### src/rtl/load_store_unit_pkg.sv
// Shared access-size codes, RISC-V load/store width codes and decode helpers
// for the load/store unit.
package load_store_unit_pkg;

  localparam logic [1:0] BYTE     = 2'b00;
  localparam logic [1:0] HALFWORD = 2'b01;
  localparam logic [1:0] WORD     = 2'b10;

  localparam logic [2:0] F3_B  = 3'b000;
  localparam logic [2:0] F3_H  = 3'b001;
  localparam logic [2:0] F3_W  = 3'b010;
  localparam logic [2:0] F3_BU = 3'b100;
  localparam logic [2:0] F3_HU = 3'b101;

  function automatic logic f3_legal(input logic [2:0] f3);
    return (f3 == F3_B) || (f3 == F3_H) || (f3 == F3_W) ||
           (f3 == F3_BU) || (f3 == F3_HU);
  endfunction

  function automatic logic [1:0] f3_mode(input logic [2:0] f3);
    case (f3[1:0])
      2'b01:   return HALFWORD;
      2'b10:   return WORD;
      default: return BYTE;
    endcase
  endfunction

endpackage

### src/rtl/load_store_unit_load_extender.sv
// Combinational sign/zero extension of raw load data, keyed by funct3.
module load_extender
  import load_store_unit_pkg::*;
(
  input  logic [2:0]  funct3,
  input  logic [31:0] data,
  output logic [31:0] result
);

  always_comb begin
    result = data;
    case (funct3)
      F3_B:    result = {{24{data[7]}}, data[7:0]};
      F3_H:    result = {{16{data[15]}}, data[15:0]};
      F3_BU:   result = {24'b0, data[7:0]};
      F3_HU:   result = {16'b0, data[15:0]};
      default: result = data;
    endcase
  end

endmodule

### src/rtl/load_store_unit.sv
// Load/store unit: one request at a time through IDLE -> ACCESS -> RESP, with
// misaligned halfword/word accesses optionally split into byte accesses.
module load_store_unit
  import load_store_unit_pkg::*;
#(
  parameter int DMEM_DATA_WIDTH  = 32,
  parameter int DMEM_ADDR_WIDTH  = 12,
  parameter bit SPLIT_MISALIGNED = 1'b1
) (
  input  logic                       clk,
  input  logic                       rst,
  input  logic                       req_valid,
  output logic                       req_ready,
  input  logic                       req_we,
  input  logic [2:0]                 req_funct3,
  input  logic [DMEM_ADDR_WIDTH-1:0] req_addr,
  input  logic [DMEM_DATA_WIDTH-1:0] req_wdata,
  output logic                       rsp_valid,
  output logic [DMEM_DATA_WIDTH-1:0] rsp_rdata,
  output logic                       rsp_err,
  output logic                       mem_wr_en,
  output logic [1:0]                 mem_rw_mode,
  output logic [DMEM_ADDR_WIDTH-1:0] mem_addr,
  output logic [DMEM_DATA_WIDTH-1:0] mem_w_data,
  input  logic [DMEM_DATA_WIDTH-1:0] mem_r_data
);

  typedef enum logic [1:0] {
    IDLE   = 2'd0,
    ACCESS = 2'd1,
    RESP   = 2'd2
  } state_t;

  state_t state, state_next;

  logic                       we_q;
  logic [2:0]                 f3_q;
  logic [DMEM_ADDR_WIDTH-1:0] addr_q;
  logic [DMEM_DATA_WIDTH-1:0] wdata_q;
  logic                       split_q;
  logic                       err_q;
  logic [1:0]                 cnt;
  logic [DMEM_DATA_WIDTH-1:0] asm_q;
  logic [DMEM_DATA_WIDTH-1:0] rdata_hold;
  logic                       err_hold;

  logic                       misaligned;
  logic                       req_bad;
  logic [1:0]                 last_cnt;
  logic                       access_done;
  logic [DMEM_DATA_WIDTH-1:0] load_word;
  logic [DMEM_DATA_WIDTH-1:0] ext_data;
  logic [DMEM_DATA_WIDTH-1:0] rsp_cur;

  assign misaligned = ((req_funct3[1:0] == 2'b01) && req_addr[0]) ||
                      ((req_funct3[1:0] == 2'b10) && (req_addr[1:0] != 2'b00));
  assign req_bad    = !f3_legal(req_funct3) || (req_we && req_funct3[2]) ||
                      (misaligned && !SPLIT_MISALIGNED);

  assign last_cnt    = (f3_q[1:0] == 2'b10) ? 2'd3 : 2'd1;
  assign access_done = !split_q || (cnt == last_cnt);

  // Split loads merge the current byte into the assembly register.
  always_comb begin
    load_word = mem_r_data;
    if (split_q) begin
      load_word = asm_q;
      load_word[{cnt, 3'b000} +: 8] = mem_r_data[7:0];
    end
  end

  load_extender u_ext (
    .funct3 (f3_q),
    .data   (asm_q),
    .result (ext_data)
  );

  assign rsp_cur   = (we_q || err_q) ? '0 : ext_data;
  assign req_ready = (state == IDLE);
  assign rsp_valid = (state == RESP);
  assign rsp_rdata = (state == RESP) ? rsp_cur : rdata_hold;
  assign rsp_err   = (state == RESP) ? err_q : err_hold;

  always_ff @(posedge clk or negedge rst) begin
    if (!rst) begin
      state <= IDLE;
    end else begin
      state <= state_next;
    end
  end

  always_comb begin
    state_next = state;
    case (state)
      IDLE:    if (req_valid) state_next = req_bad ? RESP : ACCESS;
      ACCESS:  if (access_done) state_next = RESP;
      RESP:    state_next = IDLE;
      default: state_next = IDLE;
    endcase
  end

  always_ff @(posedge clk or negedge rst) begin
    if (!rst) begin
      we_q       <= 1'b0;
      f3_q       <= 3'b000;
      addr_q     <= '0;
      wdata_q    <= '0;
      split_q    <= 1'b0;
      err_q      <= 1'b0;
      cnt        <= 2'd0;
      asm_q      <= '0;
      rdata_hold <= '0;
      err_hold   <= 1'b0;
    end else begin
      case (state)
        IDLE: begin
          if (req_valid) begin
            we_q    <= req_we;
            f3_q    <= req_funct3;
            addr_q  <= req_addr;
            wdata_q <= req_wdata;
            split_q <= misaligned;
            err_q   <= req_bad;
            cnt     <= 2'd0;
            asm_q   <= '0;
          end
        end
        ACCESS: begin
          asm_q <= load_word;
          if (!access_done) cnt <= cnt + 2'd1;
        end
        RESP: begin
          rdata_hold <= rsp_cur;
          err_hold   <= err_q;
          cnt        <= 2'd0;
        end
        default: cnt <= 2'd0;
      endcase
    end
  end

  // Only a validated request ever reaches ACCESS, so we_q alone gates writes.
  always_comb begin
    mem_wr_en   = 1'b0;
    mem_rw_mode = BYTE;
    mem_addr    = addr_q;
    mem_w_data  = '0;
    if (state == ACCESS) begin
      mem_wr_en = we_q;
      if (split_q) begin
        mem_addr   = addr_q + DMEM_ADDR_WIDTH'(cnt);
        mem_w_data = DMEM_DATA_WIDTH'(wdata_q[{cnt, 3'b000} +: 8]);
      end else begin
        mem_rw_mode = f3_mode(f3_q);
        mem_w_data  = wdata_q;
      end
    end
  end

endmodule

### config.mk
export PLATFORM = sky130hd
export DESIGN_NAME = load_store_unit
export DESIGN_NICKNAME = d
export VERILOG_FILES = /design/src/rtl/load_store_unit_pkg.sv /design/src/rtl/load_store_unit_load_extender.sv /design/src/rtl/load_store_unit.sv
export SDC_FILE = /design/constraint.sdc
export NUM_CORES = 1
export LEC_CHECK = 0
export CAP_MARGIN = 20
export CORE_AREA = 8 8 115 117
export DETAILED_ROUTE_END_ITERATION = 12
export DIE_AREA = 0 0 123 125
export MAX_ROUTING_LAYER = met4
export PLACE_DENSITY_LB_ADDON = 0.15
export SYNTH_ARGS = -nofsm -noshare
export SYNTH_HDL_FRONTEND = slang
export SYNTH_SLANG_ARGS = --single-unit
### constraint.sdc
create_clock -name clk -period 4.8 [get_ports clk]
set_clock_uncertainty 0.15 [all_clocks]
set_input_delay 0.96 -clock clk [delete_from_list [all_inputs] [get_ports clk]]
set_output_delay 0.96 -clock clk [all_outputs]
set_load 0.1 [all_outputs]
# == Word level (Yosys, flattened, before mapping) ==
# Cells that the tools add are included.
# op_classes
addsub,3
n_eq_ne,17
shift,3
muxes,24
reduce_logical,22
# op_table
cell,n
32-bit 2-to-1 mux,6
32-bit one-hot mux with 4 select lines,1
32-bit one-hot mux with 2 select lines,1
32-bit bitwise mux,1
"8-bit by 7-bit variable shift with 32-bit output, first input constant",1
32-bit by 6-bit variable part select with 8-bit output,1
8-bit by 7-bit variable part select with 32-bit output,1
12-bit 2-to-1 mux,2
2-bit 2-to-1 mux,8
12-bit by 2-bit adder with 12-bit output,1
"3-bit equality test, second input constant",4
2-bit one-hot mux with 2 select lines,3
1-bit logical OR,8
2-bit AND reduction,4
5-bit negation with 7-bit output,1
"2-bit by 1-bit equality test with 1-bit output, second input constant",3
"2-bit equality test, second input constant",3
"3-bit by 1-bit equality test with 1-bit output, second input constant",2
3-bit logical NOT,2
"2-bit inequality test, second input constant",3
2-bit nonzero test,2
"3-bit by 2-bit equality test with 1-bit output, second input constant",1
1-bit logical AND,3
"2-bit by 1-bit adder with 2-bit output, second input constant",1
other kinds (4),6
# word_totals
regBits,119
inputBits,83

# == Logic depth before layout (Yosys ltp) ==
# logic_depth
ltp_word,10
mapped_depth,8
mapped_depth_nobuf,7

# == By module ==
# A second synthesis with hierarchy kept.
# unflattened
hier_cells,536
hier_area_um2,5990.7
# by_module_without_submodules
module,instances,cells_per_inst,area_per_inst_um2,seq_area_each_um2
load_store_unit,1,469,5635.4,2977.9
load_extender,1,67,355.3,0.0

# == Worst setup path after synthesis ==
# Ideal clock, no wire load.
# synth_timing
path_type,flip-flop to output port
from,register split_q
to,output mem_rw_mode[0]
t_arrival_ps,3858
required_time_ps,3690
path_slack_ps,-168
path_stages_with_launch,4
path_buffers,2
cell_sequence,dfrtp_1 > buf_2 > buf_2 > nor4b_1
# synth_via
elab_chain_len,2
# synth_rtl
element,line,text
from (decl),load_store_unit.sv:40,logic split_q;
from (signal assigned),load_store_unit.sv:122,split_q <= misaligned;
2-bit 2-to-1 mux,load_store_unit.sv:150,if (split_q) begin
2-bit 2-to-1 mux,load_store_unit.sv:148,if (state == ACCESS) begin
to (decl),load_store_unit.sv:22,"output logic [1:0] mem_rw_mode,"
# No other way between the ends.

# == Worst setup path in the final report ==
# layout_timing
from,register cnt[0]
to,output mem_addr[10]
# layout_via
elab_chain_len,3
# layout_rtl
element,line,text
from (decl),load_store_unit.sv:42,logic [1:0] cnt;
from (signal assigned),load_store_unit.sv:130,if (!access_done) cnt <= cnt + 2'd1;
12-bit by 2-bit adder with 12-bit output,load_store_unit.sv:151,mem_addr = addr_q + DMEM_ADDR_WIDTH'(cnt);
12-bit 2-to-1 mux,load_store_unit.sv:150,
12-bit 2-to-1 mux,load_store_unit.sv:148,
to (decl),load_store_unit.sv:23,"output logic [DMEM_ADDR_WIDTH-1:0] mem_addr,"
# No other way between the ends.

==> results.toml <==
[power_and_ir_drop]
power_uw = 5940
max-vdd-ir-drop_mv = 0.599
p_sw_uw = 2790
leakage_uw = 0.00362
p_sw_frac = 0.470
cell_internal_pwr_uw = 3150
p_seq_frac = 0.282
pwr-share-clk = 0.235
power_density_nw_per_um2 = 745
combPwrFrac = 0.483

[clock_network]
cts_tree = "done"
ctsResizeCount = 0
cts_setup_buffers = 0
numCtsBuffers = 17
h-tree-depth = 4
cts_sinks = 119
clk_pin_slew_ns = 0.05
cts-hold-fix-buffers = 0
cts_buffer_depth = 2
root_buffer = "clkbuf_16"
insertion_delay_ns = 0.42

[logic_synthesis]
synth_area_um2 = 5790
synth_top_family_by_area = "compound AO/OA/AOI/OAI gates"
synth_cell_types = 47
yosys.area_share.adder = 0.0164
synth_mux_area_frac = 0.142
synth-compound-area-share = 0.155
synth_area_leaders = "dfrtp_1, mux2_2, a22o_1"
synth.largest_area_cell = "dfrtp_1"
synthFlopType = "dfrtp_1"
ys_top_cells_by_count = "dfrtp_1, mux2_2, nand2_1"
synth-simple-area-share = 0.120
synth_xor_area_frac = 0.0166
synth_fp_nets = 581
async_reset_ff_frac = 1.00
synth_edf_count = 0
yosysWarnings = 0
ys_seq_area_frac = 0.515
yosysMostFrequentCell = "dfrtp_1"
synth.avg_cell_area_um2 = 11.8
ys_seq_elements = 119
synth_top_cell_area_share = 0.515
synthCells = 491

[critical_path]
critPathMaxFanout = 18
worstPathRequired_ns = 3.69
path_class = "flip-flop to output pin"
worstSetupEndpointType = "output pin"
critical-path-max-stage-delay_ns = 0.88
critPathLaunchType = "flip-flop"
path_cells = "ha_1, inv_1, fa_1, nor2b_1, nor3b_1, nand2_1, xnor2_1, buf_4"
cp.arrival_ns = 3.20
cp_slowest_cell = "dfrtp_1"

[sta]
fin_setup_tns_ns = 0
period_share = 0.899
fin_crit_ns = 4.31
max_clock_freq_mhz = 232
tightest_slew_ns = 1.03
setup_ws_ns = 0.487
setup_viol = 0
hold_viol = 0
finalMaxSlewViolations = 0
holdWs_ns = 0.318
rsz0062_at_grt = "false"
maxSlewHeadroom = 0.308

[place]
port_buffers = 164
gp_congestion = 0.802
dp_hpwl_um = 11200
pre_cts_slack_ns = 0.945

[detailed_routing]
first_pass_iters = 4
drt-wirelength-per-cell_um = 20.0
wirelength_um = 16100
vias_per_cell = 5.66
vias = 4564
drtIter0Drc = 347
route.detailed.drc = 0
ant_nets = 0

[floorplanning]
core_um2 = 11600
dieArea_um2 = 15400
start_util = 0.498
die_y_um = 125
die_w_um = 123
ios = 165
rows = 40

[final_layout]
syn2layout_area_growth_pct = 37.8
drive_above_1_share = 0.278
nets = 736
num_antenna_cells = 0

[global_routing]
grt_usage = 0.221
grt_pass1_vias = 4928
grt_first_pass_wirelength_um = 25600
grt_max_degree = 76
antenna_found_initial = 0
overflow = 0

[worst_hold_path]
hold_path.class = "flip-flop to flip-flop"

[status]
status = "complete, no violations"

[job]
cap_violations = 0
[layout make-up]
type	count	area [µm²]
inverter	7	26.3
clock buffer	25	515
multi-input combinational	331	2620
clock inverter	7	138
tap	147	184
sequential	119	2980
timing repair buffer	170	1520
fill	889	3640
[power by group through the flow]
| stage | sequential, µW | clock [µW] | combinational (µW) |
|---|---|---|---|
| after floorplan | 1530 | 0 | 2380 |
| after global placement | 1670 | 0 | 2840 |
| after detailed placement | 1690 | 0 | 2870 |
| after CTS | 1680 | 1410 | 2890 |
| after global routing | 1730 | 1450 | 3010 |
| final | 1680 | 1390 | 2870 |
[state kept, by name, summed over array words and instances (netlist names)]
register    flops
wdata_q        32
we_q            1
split_q         1
addr_q         12
state           2
f3_q            3
err_q           1
err_hold        1
rdata_hold     32
asm_q          32
cnt             2
[path summary, 6_finish.rpt]
kind | from | end | slack (ns) | depth (start not counted)
setup reg to reg | cnt[0]$_DFFE_PN0P_ | asm_q[4]$_DFFE_PN0P_ | 2.01 | 6
hold / removal | rdata_hold[22]$_DFF_PN0_ | rdata_hold[22]$_DFF_PN0_ | 0.32 | 2
min in group asynchronous | rst | rdata_hold[6]$_DFF_PN0_ | 0.54 | 1
hold reg to reg | rdata_hold[22]$_DFF_PN0_ | rdata_hold[22]$_DFF_PN0_ | 0.32 | 2
max in group asynchronous | rst | asm_q[29]$_DFFE_PN0P_ | 3.08 | 2
setup / recovery | cnt[0]$_DFFE_PN0P_ | mem_addr[10] | 0.49 | 8
[through the flow]
step	instances	area, µm²	util
floorplan	491	5790	-
global placement	773	7300	0.629
detailed placement	773	7300	0.629
CTS	805	7950	0.685
global route	806	7970	0.687
finish	806	7970	0.687
[cells in the final DEF (no fill, tap or decap), drive strengths merged, types with 3 or more instances in the layout]
| cell | synthesis | layout |
|---|---|---|
| buf | 15 | 79 |
| a22o | 24 | 24 |
| ha | 6 | 6 |
| xnor2 | 9 | 9 |
| a22oi | 24 | 24 |
| inv | 6 | 6 |
| nand2b | 4 | 4 |
| and3 | 25 | 25 |
| nor2b | 19 | 19 |
| a21oi | 4 | 4 |
| mux2i | 9 | 9 |
| nand3b | 3 | 3 |
| clkbuf | 19 | 25 |
| nor2 | 19 | 19 |
| dfrtp | 119 | 119 |
| bufinv | 0 | 4 |
| nand3 | 4 | 4 |
| mux2 | 49 | 49 |
| clkdlybuf4s50 | 0 | 91 |
| o21ai | 39 | 39 |
| clkinv | 1 | 3 |
| mux4 | 8 | 8 |
| nand2 | 40 | 40 |
| o2bb2ai | 24 | 24 |
[kinds of logic (layout without fill, tap and decap cells)]
| group | Yosys count | in the layout |
|---|---|---|
| compound gates | 121 | 121 |
| simple gates | 126 | 126 |
| buf+inv | 41 | 209 |
| fa+ha+maj | 7 | 7 |
| xor+xnor | 11 | 11 |
| mux | 66 | 66 |
| flops | 119 | 119 |
[per-layer routing]
layer  up-vias  track usage  wire (µm)
li1       2108            -          -
met1      2261        0.266       6760
met4         0       0.0936        400
met3        38       0.0716       1260
met2       157        0.333       7670
met5         -            -          0
[critical path: cells and delay by family, from the launching register on]
kind,cells,cell delay (ns)
adder cells (fa/ha/maj),2,0.70
buffers and inverters,2,0.38
XOR/XNOR,1,0.15
flip-flops,1,0.88
AND/OR/NAND/NOR,3,0.67
No activity file was read; power rests on OpenSTA's default activity.
